===== config.mk =====
export PLATFORM = sky130hd
export DESIGN_NAME = hynoc_ingress_arbiter
export DESIGN_NICKNAME = d
export VERILOG_FILES = /design/src/rtl/hynoc_ingress_arbiter.sv
export SDC_FILE = /design/constraint.sdc
export NUM_CORES = 1
export LEC_CHECK = 0
export ABC_AREA = 1
export CORE_ASPECT_RATIO = 1.5
export CORE_UTILIZATION = 35
export CTS_CLUSTER_DIAMETER = 30
export DETAILED_ROUTE_END_ITERATION = 8
export GPL_ROUTABILITY_DRIVEN = 0
export HOLD_SLACK_MARGIN = 0.1
export PLACE_DENSITY = 0.77
export SKIP_LAST_GASP = 1
export SYNTH_ARGS = -nofsm -noshare
export SYNTH_HDL_FRONTEND = slang
export SYNTH_SLANG_ARGS = --single-unit

===== constraint.sdc =====
create_clock -name clk -period 1.6 [get_ports clk]
set_input_delay 0.32 -clock clk [delete_from_list [all_inputs] [get_ports clk]]
set_output_delay 0.32 -clock clk [all_outputs]
set_load 0.05 [all_outputs]

===== src/rtl/hynoc_ingress_arbiter.sv =====
// hynoc_ingress_arbiter
//   Shares one hynoc router ingress port between NB_REQ local flit sources.
//   Arbitration is round-robin at packet granularity. A granted requester keeps
//   the port until its close flit (flit MSB = 1) is written. Writes are held off
//   while the router ingress FIFO level leaves fewer than FIFO_MARGIN free slots.
//
// Ports
//   clk                 single clock, shared with the router ingress write side
//   arst_n              asynchronous active-low reset
//   req_valid[i]        requester i presents a flit
//   req_data            flit of requester i at [i*FLIT_WIDTH +: FLIT_WIDTH]
//   req_ready[i]        flit of requester i consumed this cycle (combinational)
//   ingress_write       registered write strobe to the router ingress
//   ingress_data        registered flit to the router ingress
//   ingress_fifo_level  router ingress FIFO occupancy
//   grant               one-hot current owner, zero when idle
//
// Optional feature (macro HYNOC_INGRESS_ARB_PKTCNT_EN)
//   pkt_count_clr       synchronous clear of all packet counters
//   pkt_count           per-requester 16-bit saturating count of close flits
module hynoc_ingress_arbiter #(
   parameter int unsigned NB_REQ          = 4,
   parameter int unsigned LOG2_FIFO_DEPTH = 5,
   parameter int unsigned PAYLOAD_WIDTH   = 32,
   parameter int unsigned FLIT_WIDTH      = PAYLOAD_WIDTH + 1,
   parameter int unsigned FIFO_MARGIN     = 2
) (
   input  logic                           clk,
   input  logic                           arst_n,
`ifdef HYNOC_INGRESS_ARB_PKTCNT_EN
   input  logic                           pkt_count_clr,
   output logic [NB_REQ*16-1:0]           pkt_count,
`endif
   input  logic [NB_REQ-1:0]              req_valid,
   input  logic [NB_REQ*FLIT_WIDTH-1:0]   req_data,
   output logic [NB_REQ-1:0]              req_ready,
   output logic                           ingress_write,
   output logic [FLIT_WIDTH-1:0]          ingress_data,
   input  logic [LOG2_FIFO_DEPTH:0]       ingress_fifo_level,
   output logic [NB_REQ-1:0]              grant
);

   localparam int unsigned PTR_W       = (NB_REQ > 1) ? $clog2(NB_REQ) : 1;
   localparam int unsigned LVL_W       = LOG2_FIFO_DEPTH + 1;
   localparam int unsigned SPACE_LIMIT = (2 ** LOG2_FIFO_DEPTH) - FIFO_MARGIN;

   typedef enum logic [0:0] {
      ST_IDLE = 1'b0,
      ST_LOCK = 1'b1
   } state_e;

   state_e                  state_q, state_d;
   logic [NB_REQ-1:0]       grant_q, grant_d;
   logic [PTR_W-1:0]        gidx_q, gidx_d;
   logic [PTR_W-1:0]        rr_ptr_q, rr_ptr_d;
   logic                    wr_q, wr_d;
   logic [FLIT_WIDTH-1:0]   data_q, data_d;

   logic                    space_c;
   logic                    owner_valid_c;
   logic [FLIT_WIDTH-1:0]   flit_c;
   logic                    xfer_c;
   logic                    close_xfer_c;
   logic                    pick_vld_c;
   logic [PTR_W-1:0]        pick_idx_c;
   logic [PTR_W-1:0]        rr_next_c;

   // Margin below full absorbs the level feedback latency.
   assign space_c = (ingress_fifo_level < LVL_W'(SPACE_LIMIT));

   // Owner's flit, selected through the one-hot grant.
   always_comb begin
      flit_c = '0;
      for (int unsigned i = 0; i < NB_REQ; i++) begin
         if (grant_q[i]) begin
            flit_c = flit_c | req_data[i*FLIT_WIDTH +: FLIT_WIDTH];
         end
      end
   end

   assign owner_valid_c = |(req_valid & grant_q);
   assign xfer_c        = (state_q == ST_LOCK) && owner_valid_c && space_c;
   assign close_xfer_c  = xfer_c && flit_c[FLIT_WIDTH-1];

   // First valid requester at or above rr_ptr, wrapping modulo NB_REQ.
   always_comb begin
      int unsigned idx;
      pick_vld_c = 1'b0;
      pick_idx_c = '0;
      idx        = 0;
      for (int unsigned k = 0; k < NB_REQ; k++) begin
         idx = 32'(rr_ptr_q) + k;
         if (idx >= NB_REQ) begin
            idx = idx - NB_REQ;
         end
         if (!pick_vld_c && req_valid[PTR_W'(idx)]) begin
            pick_vld_c = 1'b1;
            pick_idx_c = PTR_W'(idx);
         end
      end
   end

   // Pointer moves past the owner that just closed.
   always_comb begin
      int unsigned nxt;
      nxt = 32'(gidx_q) + 1;
      if (nxt >= NB_REQ) begin
         nxt = 0;
      end
      rr_next_c = PTR_W'(nxt);
   end

   // Next-state and output logic.
   always_comb begin
      state_d   = state_q;
      grant_d   = grant_q;
      gidx_d    = gidx_q;
      rr_ptr_d  = rr_ptr_q;
      wr_d      = 1'b0;
      data_d    = data_q;
      req_ready = '0;
      case (state_q)
         ST_IDLE: begin
            if (pick_vld_c) begin
               state_d = ST_LOCK;
               grant_d = NB_REQ'(1) << pick_idx_c;
               gidx_d  = pick_idx_c;
            end
         end
         ST_LOCK: begin
            req_ready = grant_q & req_valid & {NB_REQ{space_c}};
            if (xfer_c) begin
               wr_d   = 1'b1;
               data_d = flit_c;
               if (close_xfer_c) begin
                  state_d  = ST_IDLE;
                  grant_d  = '0;
                  rr_ptr_d = rr_next_c;
               end
            end
         end
         default: begin
            state_d = ST_IDLE;
            grant_d = '0;
         end
      endcase
   end

   // State register.
   always_ff @(posedge clk or negedge arst_n) begin
      if (!arst_n) begin
         state_q  <= ST_IDLE;
         grant_q  <= '0;
         gidx_q   <= '0;
         rr_ptr_q <= '0;
         wr_q     <= 1'b0;
         data_q   <= '0;
      end else begin
         state_q  <= state_d;
         grant_q  <= grant_d;
         gidx_q   <= gidx_d;
         rr_ptr_q <= rr_ptr_d;
         wr_q     <= wr_d;
         data_q   <= data_d;
      end
   end

   assign grant         = grant_q;
   assign ingress_write = wr_q;
   assign ingress_data  = data_q;

`ifdef HYNOC_INGRESS_ARB_PKTCNT_EN
   localparam int unsigned CNT_W = 16;

   logic [NB_REQ-1:0][CNT_W-1:0] cnt_q, cnt_d;

   // Saturating per-requester close-flit counters; clear wins over increment.
   always_comb begin
      cnt_d = cnt_q;
      for (int unsigned i = 0; i < NB_REQ; i++) begin
         if (pkt_count_clr) begin
            cnt_d[i] = '0;
         end else if (close_xfer_c && (gidx_q == PTR_W'(i)) && (cnt_q[i] != '1)) begin
            cnt_d[i] = cnt_q[i] + CNT_W'(1);
         end
      end
   end

   always_ff @(posedge clk or negedge arst_n) begin
      if (!arst_n) begin
         cnt_q <= '0;
      end else begin
         cnt_q <= cnt_d;
      end
   end

   assign pkt_count = cnt_q;
`endif

endmodule


After elaboration in Yosys (flattened, before gate mapping)
Cells that the tools add are included.

Bits in registers: 43. Bits in latches: 0. Bits in writable memories: 0. Memory bits (read-only): 0. Output and inout port bits: 42. Word-level logic and storage cells: 84. Memories: 0.

Add/subtract/negate cells: 8. Multiply operators: 0. Divide/modulo/power cells: 0. Magnitude comparators: 10. Eq/ne operators: 3. Shift-type cells: 1. Mux-type cells: 36. Bitwise operators: 6. Reductions and logical operators: 14.

Operators by type and width (number): 2-to-1 mux 33 bit (4); OR 33 bit (3); 2-to-1 mux 2 bit (9); 2-to-1 mux 4 bit (4); 2-to-1 mux 1 bit (13); greater-or-equal comparator 3 bit, second input constant (4); less-than comparator 2 x 3 -> 1 bit, second input constant (4); bitwise AND 4 bit (2); binary-select mux 1 bit (select 2 bit) (4); case mux 4 bit (2 select lines) (1); subtractor 2 x 1 -> 2 bit, second input constant (4); adder 2 x 1 -> 3 bit, second input constant (2); adder 2 x 2 -> 3 bit, second input constant (2); logical AND 1 bit (6); less-than comparator 6 x 5 -> 1 bit, second input constant (1); AND reduction 3 bit (2); != test 2 x 1 -> 1 bit, second input constant (2); AND reduction 2 bit (2); OR reduction 4 bit (1); << shifter 1 x 2 -> 4 bit, first input constant (1); greater-or-equal comparator 2 x 3 -> 1 bit, second input constant (1); zero test 1 bit (3); != test 2 bit, second input constant (1); case mux 1 bit (2 select lines) (1); NOT 1 bit (1).

Longest topological paths before layout
Gate-level depths: netlist (run 1).

Depth in word-level cells: 17. Depth in mapped cells: 12. Gate-level depth less buffers: 12.

Worst setup path after synthesis (run 1)
OpenSTA, ideal clock, no wires.

Kind: reg2out. Start point: reg grant_q[1] (netlist: grant[1]). End point: out req_ready[1]. Arrival time: 1.591 ns. Setup slack: -0.311 ns. Stages on the path, launching flop included: 4. Buffers on the path: 1. Cell sequence: dfrtp_1 > buf_2 > nand2_1 > nor2_1.

Word-level cells in the longest chain between the ends: 3.

Ends and longest elaborated chain: from (decl) (line 53) `logic [NB_REQ-1:0] grant_q, grant_d;`; from (signal assigned) (line 160) `grant_q <= grant_d;`; bitwise AND 4 bit (2 in a row) (line 131) `req_ready = grant_q & req_valid & {NB_REQ{space_c}};`; 2-to-1 mux 4 bit (line 122) `case (state_q)`; to (decl) (line 36) `output logic [NB_REQ-1:0] req_ready,`.

No other way between the ends.

Worst setup path after layout (run 1)
Start point: reg state_q. End point: out req_ready[0].

Word-level cells in the longest chain between the ends: 1.

Ends and longest elaborated chain: from (decl) (line 52) `state_e state_q, state_d;`; from (signal assigned) (line 159) `state_q <= state_d;`; 2-to-1 mux 4 bit (line 122).

No other way between the ends.

==> out/summary.txt, run 1 <==
startpoint types: flip-flop
outcome: complete, no violations
Chip Width: 73.1 um
crit-path most repeated cell: nor2_4
Final setup viols: 0
Slew @ Worst Pin: 481 ps
placeable core region: 7270 um^2
largest area contributor in the synthesized netlist: dfrtp_1
commonest non-fill, non-tap cell in the layout: clkdlybuf4s50_1
row cnt: 38
Root Buffer: clkbuf_8
I/O pin count: 186
warnings from Yosys: 0
clk_lat worst skew: 310 ps
total gr overflow: 0
hpwl dp: 7660 um
CP max stage delay: 390 ps
Layout area overhead: 90.6%
xor and xnor area share after synthesis: 0%
number of H-tree levels: 2
Max IR drop VDD: 0.306 mV
Final Cycle Share: 97.0%
Critical Path, Cell by Cell: inv_2 > nor2_4 > inv_4 > nor2_4 > buf_12
kind of critical path: reg2out
Synth Area in Adders: 0.472%
crit path max fanout: 4
ys async rst share: 100%
RSZ-0062 raised after global routing: true
drt wl/cell: 16.2 um
First-pass DRT Iterations: 4
Die ar.: 7930 um^2
first-pass GRT wire length: 14400 um
total wire length: 10500 um
WP data required: 1280 ps
starting density of the core: 36.4%
number of enable flip-flop cells after synthesis: 0
Top Layer Used: met4
top cells by area, synth: dfrtp_1, nand2_1, a221oi_1, a21oi_1, nor2_1
initial antenna violation count: 0
post-synthesis mux area share: 0%
power per cell area: 448 nW/um^2
# diodes: 0
post-synthesis compound-gate area fraction: 23.1%
Largest delay share family, worst path: flip-flops
layout cells sized above 1: 23.9%
post-synth top area share: 40.6%
Slew headroom: 67.9%
fmax: 644 MHz
Tot GR Track Use: 23.9%
Syn Nets: 489
Seq cells post-synth: 43
final-stage net count: 689
Final Core Density: 69.5%
clock sink count: 43
syn_area_per_cell: 7.71 um^2
dominant synthesized flop cell: dfrtp_1
fin worst setup slack: 47.8 ps
Slew Limit Fails: 0
Worst setup EP type: primary output
M1 WL: 3820 um
Clock Skew: 13.3 ps
Hold WC Path Type: in2async
Routed Antenna Nets: 0
Met3 Routed Length: 609 um
Worst EP arrival: 1230 ps
Crit-path slowest cell: dfrtp_1
synthesized area: 2650 um^2
1st-iter DRT viols: 150
Place WS: -272 ps
Distinct cells, synth: 26
largest net degree at the start of global routing: 66
vias per cell: 5.18
Cells after Synth: 344
Num CTS Buffers: 5
Synth Area in Simple Gates: 28.7%
commonest cells after routing, fill and taps aside: clkdlybuf4s50_1, nand2_1, buf_4, dfrtp_1, nor2_1
crit path time final: 1550 ps
main combinational cell family by area after synthesis: simple AND/OR/NAND/NOR gates
register area share after synthesis: 40.6%
number of buffers and inverters on the critical path: 3
Fin. Hold Viols: 0
vias in the first global route: 3094
clock-pin slew on the worst setup and hold paths: 100 ps
clock tree buffer depth: 2
via count: 3340
Port Buffers: 184
Routed met2 length: 5660 um
leakage: 0.00232 uW
# DRC: 0
Die Ht: 109 um
TritonCTS clock tree: yes
Max-Cap Viols: 0
==> registers in the layout, indices dropped and copies added, names as in the netlist <==
| register | flops |
|---|---|
| ingress_data | 33 |
| grant | 4 |
| gidx_q | 2 |
| rr_ptr_q | 2 |
| ingress_write | 1 |
| state_q | 1 |
==> Yosys cell counts, types with 2 or more instances <==
cell type and number:
nand2_1 104, o21ai_0 5, a21oi_1 33, nand4_1 3
nor2_1 42, a221oi_1 32, nand2_4 3, buf_2 11
a22o_1 14, nand2_2 9, nand3_1 7, inv_1 12
buf_6 2, buf_4 3, clkbuf_1 7, inv_2 3
nand3_2 3, dfrtp_1 43
==> stage by stage <==
step                instance area (um^2)  setup TNS (ps)  power, uW  instances  hold slack [ps]
global route                        5050           -91.5       2350        645              536
detailed placement                  4710          -10540       1540        623              307
CTS                                 4870           -15.2       2280        635              518
floorplan                           2680               0       1150        344             24.4
finish                              5050               0       2260        645              500
global placement                    4710           -9150       1530        623              301
==> where the power goes <==
group / switching (uW) / total, uW / internal [uW]
logic: 122 / 439 / 318
clock network: 424 / 737 / 313
registers: 0 / 1090 / 1090
==> final timing paths <==
| path | endpoint | from | cells after the start | slack [ps] |
|---|---|---|---|---|
| max in group asynchronous | ingress_data[4] | arst_n | 3 | 590 |
| worst min register to register | rr_ptr_q[0] | gidx_q[0] | 1 | 530 |
| worst max register to register | grant[2] | rr_ptr_q[0] | 12 | 90 |
| min in group clk | rr_ptr_q[0] | gidx_q[0] | 1 | 530 |
| worst max-delay path | req_ready[0] | state_q | 5 | 50 |
| worst min-delay path | ingress_data[22] | arst_n | 2 | 500 |
==> cell type report <==
cell class	count	area (um^2)
clock buffer	5	68.8
clock inverter	3	23.8
fill	592	2220
inverter	15	63.8
multi-input combinational	262	1480
sequential	43	1080
tap	100	125
timing repair buffer	217	2210
==> cell families (layout without fill, tap and decap cells) <==
group           after synthesis  in the layout
simple gates                174            174
compound gates               87             87
flops                        43             43
fa+ha+maj                     1              1
buf+inv                      39            240
==> repair_timing <==
item | in CTS | in global routing
endpoints found under the hold margin | 19 | 0
cloned | 0 | 4
gates resized for setup | 18 | 22
hold buffers | 1 | 0
pin swaps | 4 | 6
setup buffers | 3 | 6
endpoints found under the setup margin | 42 | 43
==> routing by layer <==
metal	vias to the layer above	global-route usage, %
met2	136	43.5
met1	1591	25.4
met5	-	0
li1	1587	-
met3	26	5.03
met4	0	12.2
Note: power is estimated with default switching activity, not from simulation.
==> run 2: changes to the inputs <==
CAP_MARGIN = 25   (was default)
==> results of run 2 <==
Final layout, timing and power as in run 1 (identical DEF).
